[src/rtl/uart_rx_core.sv]
// uart_rx_core: oversampling UART receiver, majority-vote bit recovery,
// optional parity, one-cycle data_valid / par_err / stp_err pulses.
module uart_rx_core #(
  parameter int Data_Len  = 8,
  parameter int Presc_Len = 6
) (
  input  logic                 CLK,
  input  logic                 RST,
  input  logic                 RX_IN,
  input  logic                 PAR_EN,
  input  logic                 PAR_TYP,
  input  logic [Presc_Len-1:0] Prescale,
  output logic [Data_Len-1:0]  P_DATA,
  output logic                 data_valid,
  output logic                 par_err,
  output logic                 stp_err
);
  localparam int BW = (Data_Len > 1) ? $clog2(Data_Len) : 1;
  typedef enum logic [2:0] {IDLE, START, DATA, PARITY, STOP} state_t;
  state_t               r_state, w_next;
  logic                 r_rx_meta, r_rx_s;
  logic [Presc_Len-1:0] r_presc, r_edge_cnt, w_half;
  logic [BW-1:0]        r_bit_cnt;
  logic [Data_Len-1:0]  r_shift;
  logic [2:0]           r_smp;
  logic                 r_par_en, r_par_typ, r_par_mis;
  logic                 w_bit, w_bit_end, w_last_data;
  assign w_half      = r_presc >> 1;
  assign w_bit       = (r_smp[0] & r_smp[1]) | (r_smp[0] & r_smp[2]) | (r_smp[1] & r_smp[2]);
  assign w_bit_end   = r_edge_cnt == r_presc - Presc_Len'(1);
  assign w_last_data = r_bit_cnt == BW'(Data_Len - 1);
  always_ff @(posedge CLK or negedge RST) begin
    if (!RST) r_state <= IDLE;
    else      r_state <= w_next;
  end
  always_comb begin
    w_next = r_state;
    case (r_state)
      IDLE:    w_next = r_rx_s ? IDLE : START;
      START:   if (w_bit_end) w_next = w_bit ? IDLE : DATA;
      DATA:    if (w_bit_end && w_last_data) w_next = r_par_en ? PARITY : STOP;
      PARITY:  if (w_bit_end) w_next = STOP;
      STOP:    if (w_bit_end) w_next = IDLE;
      default: w_next = IDLE;
    endcase
  end
  always_ff @(posedge CLK or negedge RST) begin
    if (!RST) begin
      r_rx_meta  <= 1'b1;
      r_rx_s     <= 1'b1;
      r_presc    <= '0;
      r_edge_cnt <= '0;
      r_bit_cnt  <= '0;
      r_shift    <= '0;
      r_smp      <= '0;
      r_par_en   <= 1'b0;
      r_par_typ  <= 1'b0;
      r_par_mis  <= 1'b0;
      P_DATA     <= '0;
      data_valid <= 1'b0;
      par_err    <= 1'b0;
      stp_err    <= 1'b0;
    end else begin
      r_rx_meta  <= RX_IN;
      r_rx_s     <= r_rx_meta;
      data_valid <= 1'b0;
      par_err    <= 1'b0;
      stp_err    <= 1'b0;
      r_edge_cnt <= (r_state == IDLE || w_bit_end) ? '0 : r_edge_cnt + Presc_Len'(1);
      if (r_edge_cnt == w_half - Presc_Len'(1)) r_smp[0] <= r_rx_s;
      if (r_edge_cnt == w_half)                 r_smp[1] <= r_rx_s;
      if (r_edge_cnt == w_half + Presc_Len'(1)) r_smp[2] <= r_rx_s;
      if (r_state == IDLE && !r_rx_s) begin
        r_presc   <= Prescale;
        r_par_en  <= PAR_EN;
        r_par_typ <= PAR_TYP;
        r_par_mis <= 1'b0;
      end
      if (r_state == START && w_bit_end) r_bit_cnt <= '0;
      if (r_state == DATA && w_bit_end) begin
        r_shift   <= {w_bit, r_shift[Data_Len-1:1]};
        r_bit_cnt <= r_bit_cnt + BW'(1);
      end
      if (r_state == PARITY && w_bit_end) r_par_mis <= w_bit != (^r_shift ^ r_par_typ);
      // result is registered on the stop-bit boundary, so pulses appear the cycle after
      if (r_state == STOP && w_bit_end) begin
        if (w_bit && !r_par_mis) begin
          P_DATA     <= r_shift;
          data_valid <= 1'b1;
        end else begin
          par_err <= r_par_mis;
          stp_err <= !w_bit;
        end
      end
    end
  end
endmodule

[config.mk]
export PLATFORM = sky130hd
export DESIGN_NAME = uart_rx_core
export DESIGN_NICKNAME = d
export VERILOG_FILES = /design/src/rtl/uart_rx_core.sv
export SDC_FILE = /design/constraint.sdc
export NUM_CORES = 1
export LEC_CHECK = 0
export BUFFER_PORTS_ARGS = -buffer_cell sky130_fd_sc_hd__buf_2
export CORE_MARGIN = 2
export CORE_UTILIZATION = 30
export CTS_CLUSTER_SIZE = 12
export DETAILED_ROUTE_END_ITERATION = 10
export GPL_ROUTABILITY_DRIVEN = 0
export PLACE_DENSITY_LB_ADDON = 0.3
export SLEW_MARGIN = 10
export SYNTH_ARGS = -nofsm -noshare
export SYNTH_HDL_FRONTEND = slang
export SYNTH_SLANG_ARGS = --single-unit
[constraint.sdc]
create_clock -name CLK -period 3.3 [get_ports CLK]
set_input_delay 0.165 -clock CLK [delete_from_list [all_inputs] [get_ports CLK]]
set_output_delay 0.165 -clock CLK [all_outputs]
set_load 0.02 [all_outputs]
# Word-level counts from Yosys, hierarchy flattened
# Cells that the tools add are included.
[totals]
regBits = 45
output_inout_bits = 11
inputBits = 11
[op_classes]
eq_ne = 14
reduce_logical = 17
n_bitwise = 6
add_sub_neg = 5
n_mux = 19
[op_table]
columns = ["operator", "n"]
rows = [
  ["$mux 3", 7],
  ["$eq 6x6->1", 3],
  ["$pmux 3 s5", 1],
  ["$mux 1", 9],
  ["$ne 2x2->1 const B", 4],
  ["$reduce_xor 8->1", 1],
  ["$logic_and 1x1->1", 7],
  ["$add 5x1->6 const B", 1],
  ["$add 6x1->6 const B", 1],
  ["$eq 3x2->1 const B", 2],
  ["$eq 3x3->1 const B", 2],
  ["$eq 6x5->1", 1],
  ["$mux 6", 1],
  ["$sub 5x1->6 const B", 1],
  ["$sub 6x1->6 const B", 1],
  ["$reduce_and 4->1", 1],
  ["$reduce_bool 2->1", 2],
  ["$add 3x1->3 const B", 1],
  ["$and 1x1->1", 3],
  ["$eq 3x1->1 const B", 1],
  ["$logic_not 1->1", 3],
  ["$logic_not 3->1", 1],
  ["$mux 2", 1],
  ["$or 1x1->1", 2],
  ["other kinds (4)", 4],
]

# Depth between registers and ports, before layout
# Gate-level depths: netlist of run 1.
[logic_depth]
ltp_word = 6
mapped_depth = 8
depth_no_buf = 7

# Least setup slack after synthesis of run 1
# Ideal clock, no wire load.
[synth_timing]
path_type = "register -> register"
start = "reg r_presc[2]"
end = "reg P_DATA[0]"
t_arrival_ns = 2.136
setup_slack_ns = 1.040
stages_incl_launch_ff = 8
required_ns = 3.175
path_buffers = 0
cell_sequence = "dfrtp_1 inv_1 ha_1 nor3b_2 and3_1 o221ai_2 nor4_4 mux2_2"
[synth_via]
elab_chain_len = 4
[synth_rtl]
columns = ["item", "line_no", "text"]
rows = [
  ["start, declared", "22", "logic [Presc_Len-1:0] r_presc, r_edge_cnt, w_half;"],
  ["start signal, assigned", "74", "r_presc <= Prescale;"],
  ["$sub 6x1->6", "30", "assign w_bit_end = r_edge_cnt == r_presc - Presc_Len'(1);"],
  ["$eq 6x6->1", "30", ""],
  ["$logic_and 1x1->1", "86", "if (r_state == STOP && w_bit_end) begin"],
  ["$reduce_and 2->1 (no source line)", "n/a", ""],
  ["end signal, assigned", "88", "P_DATA <= r_shift;"],
  ["end, declared", "13", "output logic [Data_Len-1:0] P_DATA,"],
]
# No other way between the ends.
# A chain may end at the register's enable or synchronous reset.

# Worst setup path in the final report of run 1
[layout_timing]
start = "reg r_presc[2]"
end = "reg P_DATA[4]"
# The elaborated chain is that of the path after synthesis.

==> summary.txt, run 1 <==
Status
  – Status: complete, no violations

Clocking
  – CTS Buf Count: 5
  – Clk buf depth: 2
  – Clock Latency Late Sink: 300 ps
  – Clk sinks: 45
  – Worst-path clk slew: around 100 ps
  – CTS tree: built
  – Post-CTS Setup Repair Bufs: 0
  – CTS HTree Levels: 2
  – Root Buffer: clkbuf_8

Die
  – Row count: 33
  – Die footprint: 0.00907 mm²
  – Core area: 0.00813 mm²
  – Die width: 95.3 µm
  – # IOs: 22
  – Die Ht: 95.3 µm
  – Starting Density: 0.307

Synth
  – Mapped Avg Cell Area: ~11 µm²
  – Synth Cell Area: between 0.002 and 0.0025 mm²
  – Register area share after synthesis: 0.452
  – Net Count, Synth: 250
  – Post-synth top cells: dfrtp_1, mux2_2, xnor2_1
  – Warnings from Yosys: 0
  – Commonest register cell after synthesis: dfrtp_1
  – Number of library cell types mapped by synthesis: 47
  – Number of synthesized flops with an enable pin: 0
  – #FFs+latches synth: 45
  – Synth top area share: 0.431
  – Ys async rst share: 1.00
  – Synth top area cells: dfrtp_1, mux2_2, xnor2_1
  – Yosys top cell by area: dfrtp_1
  – Synth Instances: between 200 and 250
  – Top-count cell post-synth: dfrtp_1

Global route
  – Met2 GRT Util: 0.174
  – Vias in the first global route: 1,668
  – Gr busiest metal: met2
  – Antenna violations before repair: 0
  – Gr usage total: 0.115
  – First-pass GRT wire length: 8.09 mm
  – Met1 Use GR: 0.165
  – Largest net degree at the start of global routing: 46
  – GRT overflow: 0
  – Met3 usage in global routing: 0.0229

Power
  – Internal: 1.37 mW
  – Sw Ratio: 0.413
  – VDD IR-drop max: 0.274 mV
  – Leakage: 1.22 nW
  – P per Cell Area: roughly 830 mW/mm²
  – Net Switching: approximately 970 µW
  – Comb power frac: 0.427
  – Final Power: 2.34 mW
  – Clk pwr share: 0.186
  – Sequential share of power: 0.387

Detailed routing
  – Number of remaining DRC errors: 0
  – Routed WL: 4.67 mm
  – Vias: ~1,700
  – Detailed Route Iter0 Violations: 96
  – Antenna Nets Post-Route: 0
  – Vias per inst: 4.73
  – Routed len/inst: 13.1 µm
  – First-pass detailed-route iteration total: 4

Timing
  – Fin. max-slew vios: 0
  – Period utilization: 0.835
  – Final Setup Violations: 0
  – Post-route setup TNS: 0 ps
  – Min Tclk post-route: 2760 ps
  – RSZ-0062 raised after global routing: false
  – Max-slew headroom at the worst pin: 0.334
  – Hold Vio Cnt, Final: 0
  – Worst Skew: 9.34 ps
  – F_max: around 360 MHz
  – Worst Tran Pin Value: 998 ps
  – Setup ws final: 545 ps

Finish
  – Nets@finish: 270
  – Post-Layout Cell Count: 358
  – Inserted Diodes: 0
  – Area delta synth->final: 13.1%
  – Fraction of layout cells with a size suffix above 1: 0.253

Critical path
  – Crit path kind: reg -> reg
  – Worst reg2reg path endpoint: P_DATA[4]$_DFFE_PN0P_
  – Critical R2R Launch: r_presc[2]$_DFFE_PN0P_
  – R2R Setup Slk: 540 ps
  – Worst Setup SP: r_presc[2]$_DFFE_PN0P_
  – Crit path to: P_DATA[4]$_DFFE_PN0P_
  – Arrival @ worst endpoint: 2950 ps
  – Critical Path Start Type: flip-flop
  – Worst R2R Path Depth: 7
  – Critical path required time: 3490 ps
  – Crit path capture type: flip-flop
  – Crit Path Max Fanout: 13

Run
  – Max_cap viols: 0

Placement
  – Placed Cells: 349
  – Post-Place Worst Slack: 554 ps
  – IO Port Bufs: 21
  – Hpwl dp: 3.31 mm

Hold path
  – Worst Hold Class: in -> async
==> cell families (layout without fill, tap and decap cells) <==
group | count (synthesis) | after routing | synth area share
mux | 24 | 24 | 0.108
flops | 45 | 45 | 0.452
compound gates | 35 | 35 | 0.0976
fa+ha+maj | 8 | 8 | 0.0391
buf+inv | 17 | 38 | 0.0300
simple gates | 76 | 76 | 0.179
xor+xnor | 27 | 27 | 0.0946
==> final cells by class <==
class / instances / area (µm²)
fill: 831 / 5310
multi-input combinational: 170 / 1300
sequential: 45 / 1130
tap: 105 / 131
timing repair buffer: 23 / 123
clock buffer: 5 / 68.8
clock inverter: 3 / 47.5
inverter: 7 / 26.3
==> layout by cell type, fill, tap and decap left out, drive strengths merged, types with 2 or more instances in the layout <==
cell    count
o221ai      2
mux2       23
nand2      17
o31ai       5
o211ai      4
o21ai      12
nor4        3
and3        3
nand3       3
nor3       12
nor2b       3
xnor2      18
clkbuf      5
buf        22
nor4b       2
nand3b      5
or3         4
a21oi       5
a31oi       2
inv         9
xor2        9
nand4       2
nor3b       2
nand2b      6
dfrtp      43
dfstp       2
nor2       10
ha          7
==> per-layer routing <==
layer / share of wire / up-vias
met5: 0 / -
met4: 0.0081 / 0
met3: 0.037 / 2
met2: 0.43 / 28
met1: 0.52 / 803
li1: - / 860
==> registers in the layout, indices dropped and copies added (netlist names) <==
register / count
P_DATA: 8
data_valid: 1
par_err: 1
r_bit_cnt: 3
r_edge_cnt: 6
r_par_en: 1
r_par_mis: 1
r_par_typ: 1
r_presc: 6
r_rx_meta: 1
r_rx_s: 1
r_shift: 8
r_smp: 3
r_state: 3
stp_err: 1
==> power by group through the flow <==
stage	logic (mW)	registers, mW	clock network (mW)
3_5_place_dp	1.01	0.917	0
2_1_floorplan	0.940	0.799	0
3_3_place_gp	0.996	0.913	0
5_1_grt	1.14	0.938	0.474
4_1_cts	1.01	0.907	0.451
6_report	0.999	0.905	0.435
==> through the flow <==
stage | hold slack [ps] | cell area, µm² | util
after global routing | 70.7 | 2830 | 0.347
after global placement | 281 | 2700 | 0.332
after detailed placement | 276 | 2700 | 0.332
final | 31.7 | 2830 | 0.347
after CTS | 45.8 | 2830 | 0.347
after floorplan | -131 | 2500 | -
==> what timing repair did <==
item                                   4_1_cts  5_1_grt
setup endpoints to repair                    0        0
gates resized for setup                      0        0
endpoints found under the hold margin        1        0
hold buffers                                 1        0
==> how the worst min path moves through the flow <==
stage           startpoint                      to  slack [ps]
6_report               RST  r_presc[4]$_DFFE_PN0P_          30
5_1_grt        Prescale[1]  r_presc[1]$_DFFE_PN0P_          70
4_1_cts        Prescale[2]  r_presc[2]$_DFFE_PN0P_          50
3_5_place_dp         RX_IN     r_rx_meta$_DFF_PN1_         280
3_3_place_gp         RX_IN     r_rx_meta$_DFF_PN1_         280
2_1_floorplan          RST   P_DATA[0]$_DFFE_PN0P_        -130
==> critical path: stages, from the launching register on <==
cell and delay [ps]:
dfrtp_1 480, inv_1 140, ha_1 280, nor3b_2 220
and3_1 190, o221ai_2 280, nor4_4 660, mux2_2 400
No activity file was read; power rests on OpenSTA's default activity.
==> run 2: changes to the inputs <==
--- a/config.mk
+++ b/config.mk
@@ -5,6 +5,7 @@
 export SDC_FILE = /design/constraint.sdc
 export NUM_CORES = 1
 export LEC_CHECK = 0
+export ABC_AREA = 1
 export BUFFER_PORTS_ARGS = -buffer_cell sky130_fd_sc_hd__buf_2
 export CORE_MARGIN = 2
 export CORE_UTILIZATION = 30
==> constraint.sdc (replaced) <==
create_clock -name CLK -period 2.49 [get_ports CLK]
set_input_delay 0.1245 -clock CLK [delete_from_list [all_inputs] [get_ports CLK]]
set_output_delay 0.1245 -clock CLK [all_outputs]
set_load 0.02 [all_outputs]
==> run 2 against run 1 <==
Clock power grew 28%. Largest cell class unchanged. Cell count grew 32%. Via count grew 26%.
==> summary.txt, run 2 <==
Die
  – Die footprint: 0.00934 mm²
  – Die width: 96.6 µm
  – Starting Density: 0.312
  – Row count: 33
  – Core area: between 0.008 and 0.009 mm²
  – # IOs: 22
  – Die Ht: 96.6 µm

Critical path
  – CP bufs+invs: 2
  – Worst Setup SP: r_presc[2]$_DFFE_PN0P_
  – CP top delay family: simple AND/OR/NAND/NOR gates
  – Critical Path Start Type: flip-flop
  – Worst R2R Path Depth: 10
  – Number of cells on the critical path: 10
  – Cell Chain, Critical Path: inv_1, ha_1, inv_1, nor3_2, nand2_1, xor2_2, nand2_4, nor2_4, nand3_1, nand2_1
  – Arrival @ worst endpoint: ~2400 ps
  – Max incr delay on CP: 470 ps
  – Crit path to: P_DATA[7]$_DFFE_PN0P_
  – Crit path capture type: flip-flop
  – Crit path kind: reg -> reg
  – R2R Setup Slk: 340 ps
  – Critical path required time: around 2700 ps
  – Crit Path Max Fanout: 13
  – Critical R2R Launch: r_presc[2]$_DFFE_PN0P_
  – Max stage delay cell, worst path: dfrtp_1
  – Worst reg2reg path endpoint: P_DATA[7]$_DFFE_PN0P_

Synth
  – Synth Cell Area: 0.00257 mm²
  – Top-count cell post-synth: nand2_1
  – Ys async rst share: 1.00
  – Number of synthesized flops with an enable pin: 0
  – Synth top area share: 0.418
  – Register area share after synthesis: 0.439
  – Number of library cell types mapped by synthesis: 31
  – Net Count, Synth: between 300 and 400
  – Synth Instances: 340
  – Warnings from Yosys: 0
  – Mapped Avg Cell Area: 7.57 µm²
  – Commonest register cell after synthesis: dfrtp_1
  – Yosys top cell by area: dfrtp_1
  – Synth top area cells: dfrtp_1, nand2_1, inv_1
  – #FFs+latches synth: 45
  – Post-synth top cells: nand2_1, dfrtp_1, inv_1

Clocking
  – Worst-path clk slew: 90 ps
  – CTS Buf Count: 5
  – Post-CTS resize count: 0
  – Clock Latency Late Sink: 300 ps
  – CTS HTree Levels: 2
  – Post-CTS Setup Repair Bufs: 0
  – Root Buffer: clkbuf_8
  – Clk buf depth: 2
  – Clk sinks: 45
  – CTS tree: built
  – Hold Buf Count CTS: 2

Timing
  – RSZ-0062 raised after global routing: false
  – Min Tclk post-route: around 2200 ps
  – Fin. max-slew vios: 0
  – Worst Skew: 6.09 ps
  – Post-route setup TNS: 0 ps
  – Period utilization: 0.865
  – Worst Tran Pin Value: between 600 and 700 ps
  – Max-slew headroom at the worst pin: 0.534
  – Hold Vio Cnt, Final: 0
  – F_max: approximately 460 MHz
  – Final Setup Violations: 0

Run
  – Max_cap viols: 0

Detailed routing
  – Vias: 2,136
  – Routed WL: 5.44 mm
  – Number of remaining DRC errors: 0
  – Antenna Nets Post-Route: 0
  – Vias per inst: 4.51
  – Routed len/inst: around 11 µm
  – First-pass detailed-route iteration total: 4
  – Detailed Route Iter0 Violations: 187

Finish
  – Biggest regs: P_DATA x8, r_shift x8
  – Nets@finish: 386
  – Final Util: 0.353
  – Commonest non-fill, non-tap cell in the layout: nand2_1
  – Commonest cells after routing, fill and taps aside: nand2_1, dfrtp_1, inv_1, nor2_1, nand3_1
  – Area delta synth->final: 13.4%
  – Fraction of layout cells with a size suffix above 1: 0.136
  – Inserted Diodes: 0

Global route
  – Antenna violations before repair: 0
  – GRT overflow: 0
  – Gr usage total: 0.124
  – First-pass GRT wire length: approximately 9.5 mm
  – Vias in the first global route: 2,028
  – Largest net degree at the start of global routing: 25

Power
  – P per Cell Area: 948 mW/mm²
  – VDD IR-drop max: 0.239 mV
  – Leakage: between 1.5 and 2 nW

Placement
  – Hpwl dp: 4.02 mm
  – IO Port Bufs: 21

Hold path
  – Worst Min Path Start: Prescale[4]
  – Worst Hold Class: in -> reg

Status
  – Status: complete, no violations
-- run 2: cell types whose count changed after synthesis, moves of 6 or more --
cell | before | now
nor3_1 | 11 | 3
nand2b_1 | 6 | 0
xnor2_1 | 18 | 6
nand2_1 | 17 | 119
nor2_1 | 10 | 31
mux2_2 | 23 | 0
inv_1 | 7 | 39
nand3_1 | 3 | 28
-- run 2: kinds of logic after synthesis --
group | synth area share
xor+xnor | 0.0642
simple gates | 0.340
flops | 0.439
compound gates | 0.0472
buf+inv | 0.0758
fa+ha+maj | 0.0340
-- run 2: metrics by stage --
step	total power, mW	instances	worst slack (ps)	instance area [µm²]	hold slack (ps)
after floorplan	1.96	340	635	2570	-171
after global placement	2.21	464	429	2790	148
after detailed placement	2.23	464	348	2790	164
after CTS	2.80	474	323	2920	60.5
after global routing	3.04	474	65.8	2920	81.6
final	2.77	474	335	2920	70.4
-- run 2: report_power, final --
group	internal [mW]	switching, mW
clock network	0.301	0.255
logic	0.429	0.744
registers	0.865	0.173
total	1.59	1.17
-- run 2: worst min path at each step --
stage                             end  depth (start not counted)
2_1_floorplan   P_DATA[0]$_DFFE_PN0P_                          0
3_3_place_gp   r_presc[4]$_DFFE_PN0P_                          1
3_5_place_dp   r_presc[4]$_DFFE_PN0P_                          1
4_1_cts        r_presc[4]$_DFFE_PN0P_                          3
5_1_grt        r_presc[0]$_DFFE_PN0P_                          3
6_report       r_presc[4]$_DFFE_PN0P_                          3
-- run 2: worst register-to-register path, delay by kind of cell, from the launching register on --
kind,cells,cell delay (ps)
XOR/XNOR,1,290
AND/OR/NAND/NOR,6,880
flip-flops,1,470
adder cells (fa/ha/maj),1,230
buffers and inverters,2,230
-- run 2: routing by layer --
metal	vias up	part of all wire	global-route usage	wire length, µm
met5	-	0	0	0
met4	0	0.020	0.0433	107
met3	9	0.037	0.0260	200
met2	40	0.44	0.190	2390
met1	975	0.50	0.173	2740
li1	1112	-	-	-
-- run 2: area by class of cell --
class	instances	area, µm²
repair buffers	24	133
multi-input cells	248	1250
well taps	105	131
clock inverters	2	38.8
clock buffers	6	72.6
inverters	44	165
flip-flops and latches	45	1130
fillers	902	5340
==> run 3: changes to the inputs <==
==> constraint.sdc (replaced) <==
create_clock -name CLK -period 1.8 [get_ports CLK]
set_input_delay 0.09 -clock CLK [delete_from_list [all_inputs] [get_ports CLK]]
set_output_delay 0.09 -clock CLK [all_outputs]
set_load 0.02 [all_outputs]
==> run 3 against run 2 <==
The flow now finishes with violations (negative setup slack). Clock skew is 2.8 ps higher. Sequential power grew 37%. Maximum frequency grew 18%. Register-to-register slack got worse by 350 ps. Critical endpoint is now r_shift[1]$_DFFE_PN0P_.
==> summary.txt, run 3 (same netlist as run 2, synthesis figures left out) <==
Status
  – Status: finished, violations left
  – Failing checks: negative setup slack

Placement
  – Hpwl dp: 4.09 mm
  – Post-Place Worst Slack: -64.8 ps
  – IO Port Bufs: 21

Global route
  – GRT overflow: 0
  – Antenna violations before repair: 0
  – First-pass GRT wire length: roughly 10 mm
  – Vias in the first global route: ~2,100
  – Largest net degree at the start of global routing: 46
  – Gr usage total: 0.131

Timing
  – Setup ws final: -19.2 ps
  – Worst Skew: 8.88 ps
  – F_max: 550 MHz
  – Worst Tran Pin Value: 589 ps
  – Max-slew headroom at the worst pin: 0.607
  – Min Tclk post-route: 1820 ps
  – Period utilization: 1.01
  – Fin. max-slew vios: 0
  – RSZ-0062 raised after global routing: true
  – Hold Vio Cnt, Final: 0
  – Final Setup Violations: 11

Critical path
  – Cell Chain, Critical Path: inv_4, ha_4, inv_2, nand2_1, nand2_1, nor2_1, nand3_1, nor2_4, nand2_8, nor2_4, nand2_1, o21ai_1
  – CP bufs+invs: 2
  – Critical Path Start Type: flip-flop
  – Crit Path Max Fanout: 7
  – Max stage delay cell, worst path: dfrtp_1
  – Crit path capture type: flip-flop
  – Crit path kind: reg -> reg
  – Max incr delay on CP: 390 ps
  – Crit-path most repeated cell: nand2_1
  – CP top delay family: simple AND/OR/NAND/NOR gates
  – Arrival @ worst endpoint: 2050 ps
  – Critical path required time: between 2000 and 2500 ps

Power
  – P per Cell Area: 1380 mW/mm²
  – VDD IR-drop max: 0.408 mV
  – Final Power: 4.49 mW
  – Leakage: approximately 1.8 nW

Finish
  – Nets@finish: 412
  – Final Util: 0.394
  – Biggest regs: P_DATA x8, r_shift x8
  – Commonest non-fill, non-tap cell in the layout: nand2_1
  – Fraction of layout cells with a size suffix above 1: 0.230
  – Inserted Diodes: 0
  – Commonest cells after routing, fill and taps aside: nand2_1, dfrtp_1, inv_1, nor2_1, nand3_1
  – Filler Cell Count: 835
  – Area delta synth->final: 26.5%

Detailed routing
  – Routed WL: roughly 5.9 mm
  – Antenna Nets Post-Route: 0
  – Number of remaining DRC errors: 0
  – Vias per inst: 4.52
  – Vias: around 2,300
  – Routed len/inst: around 12 µm
  – Detailed Route Iter0 Violations: 142
  – First-pass detailed-route iteration total: 4

Clocking
  – Worst-path clk slew: 90 ps
  – CTS tree: built
  – CTS Buf Count: 5
  – Clock Latency Late Sink: 300 ps
  – CTS HTree Levels: 2
  – Clk buf depth: 2
  – Clk sinks: 45
  – Root Buffer: clkbuf_8

Die
  – # IOs: 22
  – Core area: just over 0.008 mm²
  – Die Ht: 96.6 µm
  – Starting Density: 0.312
  – Row count: 33
  – Die footprint: 0.00934 mm²
  – Die width: roughly 97 µm

Hold path
  – Worst Hold Class: in -> reg

Run
  – Max_cap viols: 0
run 3: changes by cell type in the layout (fill, tap and decap cells not counted), moves of 2 or more:
cell,before,now
nor2_4,2,5
inv_2,5,7
nand2_2,2,8
nand3_1,28,26
buf_4,1,23
ha_1,7,4
o21ai_1,4,8
nand3_2,0,2
nand2_1,119,113
ha_4,0,3
o21ai_0,7,3
inv_1,39,36
run 3: per-layer routing:
metal,global-route usage,up-vias,part of all wire
li1,-,1174,-
met1,0.190,1047,0.51
met2,0.205,33,0.46
met3,0.0231,4,0.027
met4,0.0325,0,0.0072
met5,0,-,0
run 3: cell type report:
type	instances	area, µm²	share of cell area
multi-input cells	252	1390	0.428
flip-flops and latches	45	1130	0.347
repair buffers	46	298	0.0915
inverters	44	168	0.0515
well taps	105	131	0.0404
clock buffers	5	68.8	0.0211
clock inverters	3	68.8	0.0211
run 3: path summary, 6_finish.rpt:
path,startpoint,to,slack [ps],depth (start not counted)
setup / recovery,r_presc[1]$_DFFE_PN0P_,r_shift[1]$_DFFE_PN0P_,-20,12
hold / removal,PAR_TYP,r_par_typ$_DFFE_PN0P_,40,3
setup reg to reg,r_presc[1]$_DFFE_PN0P_,r_shift[1]$_DFFE_PN0P_,-20,12
hold reg to reg,r_rx_meta$_DFF_PN1_,r_rx_s$_DFF_PN1_,370,0
max in group asynchronous,RST,r_shift[3]$_DFFE_PN0P_,990,3
min in group asynchronous,RST,r_presc[3]$_DFFE_PN0P_,400,3
run 3: worst register-to-register path, stage by stage, from the launching register on:
cell	delay, ps
dfrtp_1	390
inv_4	80
ha_4	280
inv_2	30
nand2_1	50
nand2_1	50
nor2_1	80
nand3_1	110
nor2_4	210
nand2_8	130
nor2_4	220
nand2_1	70
o21ai_1	60
run 3: where the power goes:
part           internal [mW]  switching [mW]  total [mW]
Clock                  0.559           0.368       0.927
Combinational          0.890            1.26        2.15
Sequential              1.20           0.222        1.42
run 3: through the flow:
| step | instance area, µm² | std cells | hold slack, ps | TNS (ps) |
|---|---|---|---|---|
| after floorplan | 2590 | 340 | -206 | -10.8 |
| after detailed placement | 2900 | 477 | 199 | -624 |
| after CTS | 3170 | 494 | 32.1 | -846 |
| final | 3260 | 500 | 35.5 | -102 |
| after global placement | 2900 | 477 | 197 | -42.0 |
| after global routing | 3260 | 500 | 36.6 | -3320 |
run 3: timing repair:
item / 4_1_cts / 5_1_grt
setup buffers: 4 / 5
setup endpoints to repair: 24 / 33
gates resized for setup: 12 / 10
hold endpoints to repair: 44 / 0
cloned: 3 / 1
hold buffers: 2 / 0
pin swaps: 7 / 9
